**src/rtl/register_file_pkg.sv**
```systemverilog
// Shared types and sizing for the execute-path register file.
// Data width, register count and the status flag layout live here.
package register_file_pkg;

    localparam int DATA_WIDTH = 32;
    localparam int REG_COUNT  = 16;
    localparam int ADDR_WIDTH = $clog2(REG_COUNT);
    localparam int REG_ZERO   = 0;

    typedef struct packed {
        logic overflow;
        logic compare;
    } status_flags_t;

endpackage

```
**src/rtl/register_file_read_port.sv**
```systemverilog
// One operand read port: selects a register, forces r0 to zero, bypasses the in-flight write.
// Latency: combinational, 0 cycles.
// Backpressure: none; the port always produces a value.
module register_file_read_port
    import register_file_pkg::*;
#(
    parameter int DATA_WIDTH = register_file_pkg::DATA_WIDTH,
    parameter int REG_COUNT  = register_file_pkg::REG_COUNT,
    parameter int ADDR_WIDTH = $clog2(REG_COUNT)
) (
    input  logic [ADDR_WIDTH-1:0] readAddr,
    input  logic                  writeEnable,
    input  logic [ADDR_WIDTH-1:0] writeAddr,
    input  logic [DATA_WIDTH-1:0] writeData,
    input  logic [DATA_WIDTH-1:0] regs [REG_COUNT],
    output logic [DATA_WIDTH-1:0] readData
);

    logic isZero;
    logic bypassHit;

    assign isZero    = (readAddr == ADDR_WIDTH'(REG_ZERO));
    assign bypassHit = writeEnable && (writeAddr == readAddr);

    always_comb begin
        readData = regs[readAddr];
        if (isZero) begin
            readData = '0;
        end else if (bypassHit) begin
            readData = writeData;
        end
    end

endmodule

```
**src/rtl/register_file.sv**
```systemverilog
// Architectural register file with sticky overflow and compare status flags.
// Latency: reads 0 cycles (with write bypass), flags and writeConflict 1 cycle.
// Backpressure: none; every write and flag update is accepted on the edge.
module register_file
    import register_file_pkg::*;
#(
    parameter int DATA_WIDTH = register_file_pkg::DATA_WIDTH,
    parameter int REG_COUNT  = register_file_pkg::REG_COUNT,
    parameter int ADDR_WIDTH = $clog2(REG_COUNT)
) (
    input  logic                  _clock,
    input  logic                  _reset,
    input  logic [ADDR_WIDTH-1:0] _readAddrA,
    input  logic [ADDR_WIDTH-1:0] _readAddrB,
    input  logic                  _writeEnable,
    input  logic [ADDR_WIDTH-1:0] _writeAddr,
    input  logic [DATA_WIDTH-1:0] _writeData,
    input  logic                  _flagWriteEnable,
    input  logic                  _overflowIn,
    input  logic                  _compareIn,
    input  logic                  _clearOverflow,
    output logic [DATA_WIDTH-1:0] valA,
    output logic [DATA_WIDTH-1:0] valB,
    output logic                  overflowFlag,
    output logic                  compareFlag,
    output logic                  writeConflict
);

    logic [DATA_WIDTH-1:0] regs [REG_COUNT];
    status_flags_t         flags;
    logic                  writeToZero;
    logic                  writeValid;

    assign writeToZero = _writeEnable && (_writeAddr == ADDR_WIDTH'(REG_ZERO));
    assign writeValid  = _writeEnable && !writeToZero;

    // r0 is never written, so its storage stays at the reset value of zero.
    always_ff @(posedge _clock or posedge _reset) begin
        if (_reset) begin
            for (int i = 0; i < REG_COUNT; i++) begin
                regs[i] <= '0;
            end
        end else if (writeValid) begin
            regs[_writeAddr] <= _writeData;
        end
    end

    // A same-cycle overflow set takes priority over a clear.
    always_ff @(posedge _clock or posedge _reset) begin
        if (_reset) begin
            flags         <= '0;
            writeConflict <= 1'b0;
        end else begin
            flags.overflow <= (flags.overflow && !_clearOverflow)
                            || (_flagWriteEnable && _overflowIn);
            if (_flagWriteEnable) begin
                flags.compare <= _compareIn;
            end
            writeConflict <= writeToZero;
        end
    end

    assign overflowFlag = flags.overflow;
    assign compareFlag  = flags.compare;

    register_file_read_port #(
        .DATA_WIDTH(DATA_WIDTH),
        .REG_COUNT (REG_COUNT),
        .ADDR_WIDTH(ADDR_WIDTH)
    ) u_portA (
        .readAddr   (_readAddrA),
        .writeEnable(writeValid),
        .writeAddr  (_writeAddr),
        .writeData  (_writeData),
        .regs       (regs),
        .readData   (valA)
    );

    register_file_read_port #(
        .DATA_WIDTH(DATA_WIDTH),
        .REG_COUNT (REG_COUNT),
        .ADDR_WIDTH(ADDR_WIDTH)
    ) u_portB (
        .readAddr   (_readAddrB),
        .writeEnable(writeValid),
        .writeAddr  (_writeAddr),
        .writeData  (_writeData),
        .regs       (regs),
        .readData   (valB)
    );

endmodule
```
**config.mk**
```make
export PLATFORM = sky130hd
export DESIGN_NAME = register_file
export DESIGN_NICKNAME = d
export VERILOG_FILES = /design/src/rtl/register_file_pkg.sv /design/src/rtl/register_file_read_port.sv /design/src/rtl/register_file.sv
export SDC_FILE = /design/constraint.sdc
export NUM_CORES = 1
export LEC_CHECK = 0
export ABC_AREA = 1
export CAP_MARGIN = 20
export CORE_MARGIN = 2
export CORE_UTILIZATION = 56
export CTS_CLUSTER_DIAMETER = 80
export CTS_CLUSTER_SIZE = 25
export DETAILED_ROUTE_END_ITERATION = 6
export GPL_ROUTABILITY_DRIVEN = 0
export HOLD_SLACK_MARGIN = 0.15
export PLACE_DENSITY = 0.86
export SYNTH_ARGS = -nofsm -noshare
export SYNTH_HDL_FRONTEND = slang
export SYNTH_SLANG_ARGS = --single-unit
```
**constraint.sdc**
```tcl
create_clock -name _clock -period 15.4 [get_ports _clock]
set_input_delay 1.54 -clock _clock [delete_from_list [all_inputs] [get_ports _clock]]
set_output_delay 1.54 -clock _clock [all_outputs]
set_load 0.03 [all_outputs]
```
==> impl_results.md <==
* Final min period at ~7300 ps
* Pwr dens at 114 nW/um2
* Vias per inst at ~5.8
* Synthesized net count at around 5000
* Clk sinks at between 500 and 600
* Drc violations at 0
* Tot GR Track Use at between 30% and 40%
* Post-cts resize count at 0
* Hold Path Class: reg -> reg
* Ports at about 120
* Area Overhead vs Synth at 6.58%
* Seq/Total Area, Yosys at about two fifths
* Peak VDD IR at 91.6 uV
* Layout cells sized above 1 at 2.85%
* Post-CTS Hold Buffers at 0
* Die Ht at between 200 and 250 um
* Least-Margin Pin Slew at around 1200 ps
* Final Hold Fails at 0
* TritonCTS buffer count at 28
* Area of the die at roughly 57000 um2
* First-pass GRT wire length at ~160000 um
* Fillcell total at slightly below 5000
* RSZ-0062 raised after global routing: false
* CTS tree: yes
* Post-DP HPWL at between 50000 and 60000 um
* Clock skew at 0 ps
* Average cell area after synthesis at around 6.4 um2
* Initial Util at between 50 and 60%
* Vias in the first global route at ~29000
* Syn Inst Count at ~4800
* Root Buffer: clkbuf_16
* # nets final at between 4000 and 5000
* Critical Path RT at between 10000 and 15000 ps
* Port Buffers at 117
* Routed WL per cell at between 15 and 20 um
* First drt pass iteration count at 7
* Final wirelength at 99700 um
* Max Slew Vio Count at 0
* Yosys warns at 0
* Outcome: finished, final reports clean
* Total Power at about 3.7 mW
* Crit path launch: _readAddrA[1]
* Max-Cap Viols at 0
* P_leak at around 18 nW
* Cell area after synthesis at just over 30000 um2
* Crit. End Element: output port
* Detail Route Antenna Nets at 0
* Worst-path clk slew at ~80 ps
* Setup_tns at 0 ps
* Width of the die at roughly 240 um
* Via count at between 30000 and 40000
* CP Max Fanout at 84
* FF-to-FF Start: regs[379]
* Starting DRT DRC Count at approximately 5400
* Core Area at ~54000 um2
* Antenna cell count at 0
* Clock Latency Late Sink at approximately 620 ps
* Flops & latches, synth at roughly 520
* Setup violators final at 0
* Tcrit/Tclk final at between 40% and 50%
* CP startpoint kind: input pin
* # rows at 85
* Achievable clock frequency at 138 MHz
* Maximum root-to-sink buffer count at 3
* Global route overflow at 0
* Slew headroom at between 20% and 30%
* Worst hold path startpoint: regs[504]
* Largest net degree at the start of global routing at between 150 and 200
* WP data arrival at 5720 ps
* Initial antenna violation count at 3
* H-Tree Depth at 1
* WS Path Type: in -> out
* Number of distinct library cells after synthesis at 19
* Post-CTS setup buffers at 0
==> critical path: stages <==
cell	delay, ps
buf_4	790
inv_4	680
buf_4	570
nand3_1	580
buf_4	370
o21ai_0	120
nor2_1	280
clkdlybuf4s50_1	730
==> path summary, 6_finish.rpt <==
path,end,slack (ps),cells after the start
worst max register to register,regs[379],14650,2
worst max-delay path,valA[31],8140,8
worst min-delay path,regs[504],380,0
worst min register to register,regs[504],380,0
max in group asynchronous,regs[71],10910,6
min in group asynchronous,regs[505],1390,3
==> stage by stage <==
step | utilization [%] | setup WS [ps] | hold WS (ps) | std cells | cell area (um2)
floorplan | - | 6870 | 429 | 4843 | 30800
global placement | 58.7 | 8340 | 365 | 5319 | 31800
detailed placement | 58.7 | 8360 | 366 | 5320 | 31800
CTS | 60.5 | 8340 | 385 | 5367 | 32700
global route | 60.6 | 8130 | 394 | 5370 | 32800
finish | 60.6 | 8140 | 382 | 5370 | 32800
==> cell type report <==
| type | instances | area [um2] | share of cell area [%] |
|---|---|---|---|
| clock inverters | 16 | 188 | 0.572 |
| well taps | 696 | 871 | 2.65 |
| inverters | 560 | 2130 | 6.48 |
| multi-input cells | 3390 | 14400 | 43.9 |
| flip-flops and latches | 515 | 12900 | 39.3 |
| clock buffers | 31 | 743 | 2.27 |
| repair buffers | 162 | 1590 | 4.86 |
==> registers in the layout, summed over array words and instances (netlist names) <==
| register | count |
|---|---|
| writeConflict | 1 |
| regs | 512 |
| compareFlag | 1 |
| overflowFlag | 1 |
==> cells by family (layout without fill, tap and decap cells) <==
family                 after synthesis  in the layout  synth area share, %
flip-flops                         515            515                 41.9
buffers and inverters              938            769                 11.7
AO/OA/AOI/OAI                      547            547                 8.89
AND/OR/NAND/NOR                   2842           2842                 37.5
multiplexers                         1              1               0.0366
==> cell usage in the layout, fill, tap and decap left out, drive strengths merged <==
cell and count:
nand2 1918, bufinv 2, nand3 649, a21oi 1, nor4 1, nor3 4, clkinvlp 2, clkdlybuf4s50 110
clkinv 5, buf 50, inv 567, mux2 1, dfrtp 515, o21ai 546, clkbuf 33, nor2 270
==> Yosys cell counts <==
library cell  number  share of area (%)
a21oi_1            1              0.016
buf_1             42               0.51
buf_2             64                1.0
clkbuf_1         272                3.3
clkinv_1           1              0.012
dfrtp_1          515                 42
inv_1            555                6.8
inv_2              4              0.049
mux2_2             1              0.037
nand2_1         1918                 23
nand3_1          646                 11
nand3_2            3              0.098
nor2_1           267                3.3
nor2_2             3              0.061
nor3_2             2              0.065
nor3_4             2               0.11
nor4_1             1              0.020
o21ai_0          374                6.1
o21ai_1          172                2.8
==> per-layer routing <==
metal	up-vias	track usage, %	routed length [um]
met5	-	0	35
met3	442	7.75	13200
li1	14508	-	-
met4	6	18.4	5610
met2	2148	52.0	42200
met1	14185	47.5	38600
==> power breakdown <==
group | internal [mW] | total [mW] | switching, mW
Combinational | 0.367 | 1.10 | 0.738
Sequential | 1.62 | 1.74 | 0.126
Clock | 0.394 | 0.893 | 0.498
Total | 2.38 | 3.74 | 1.36
(Power assumes the default switching activity.)
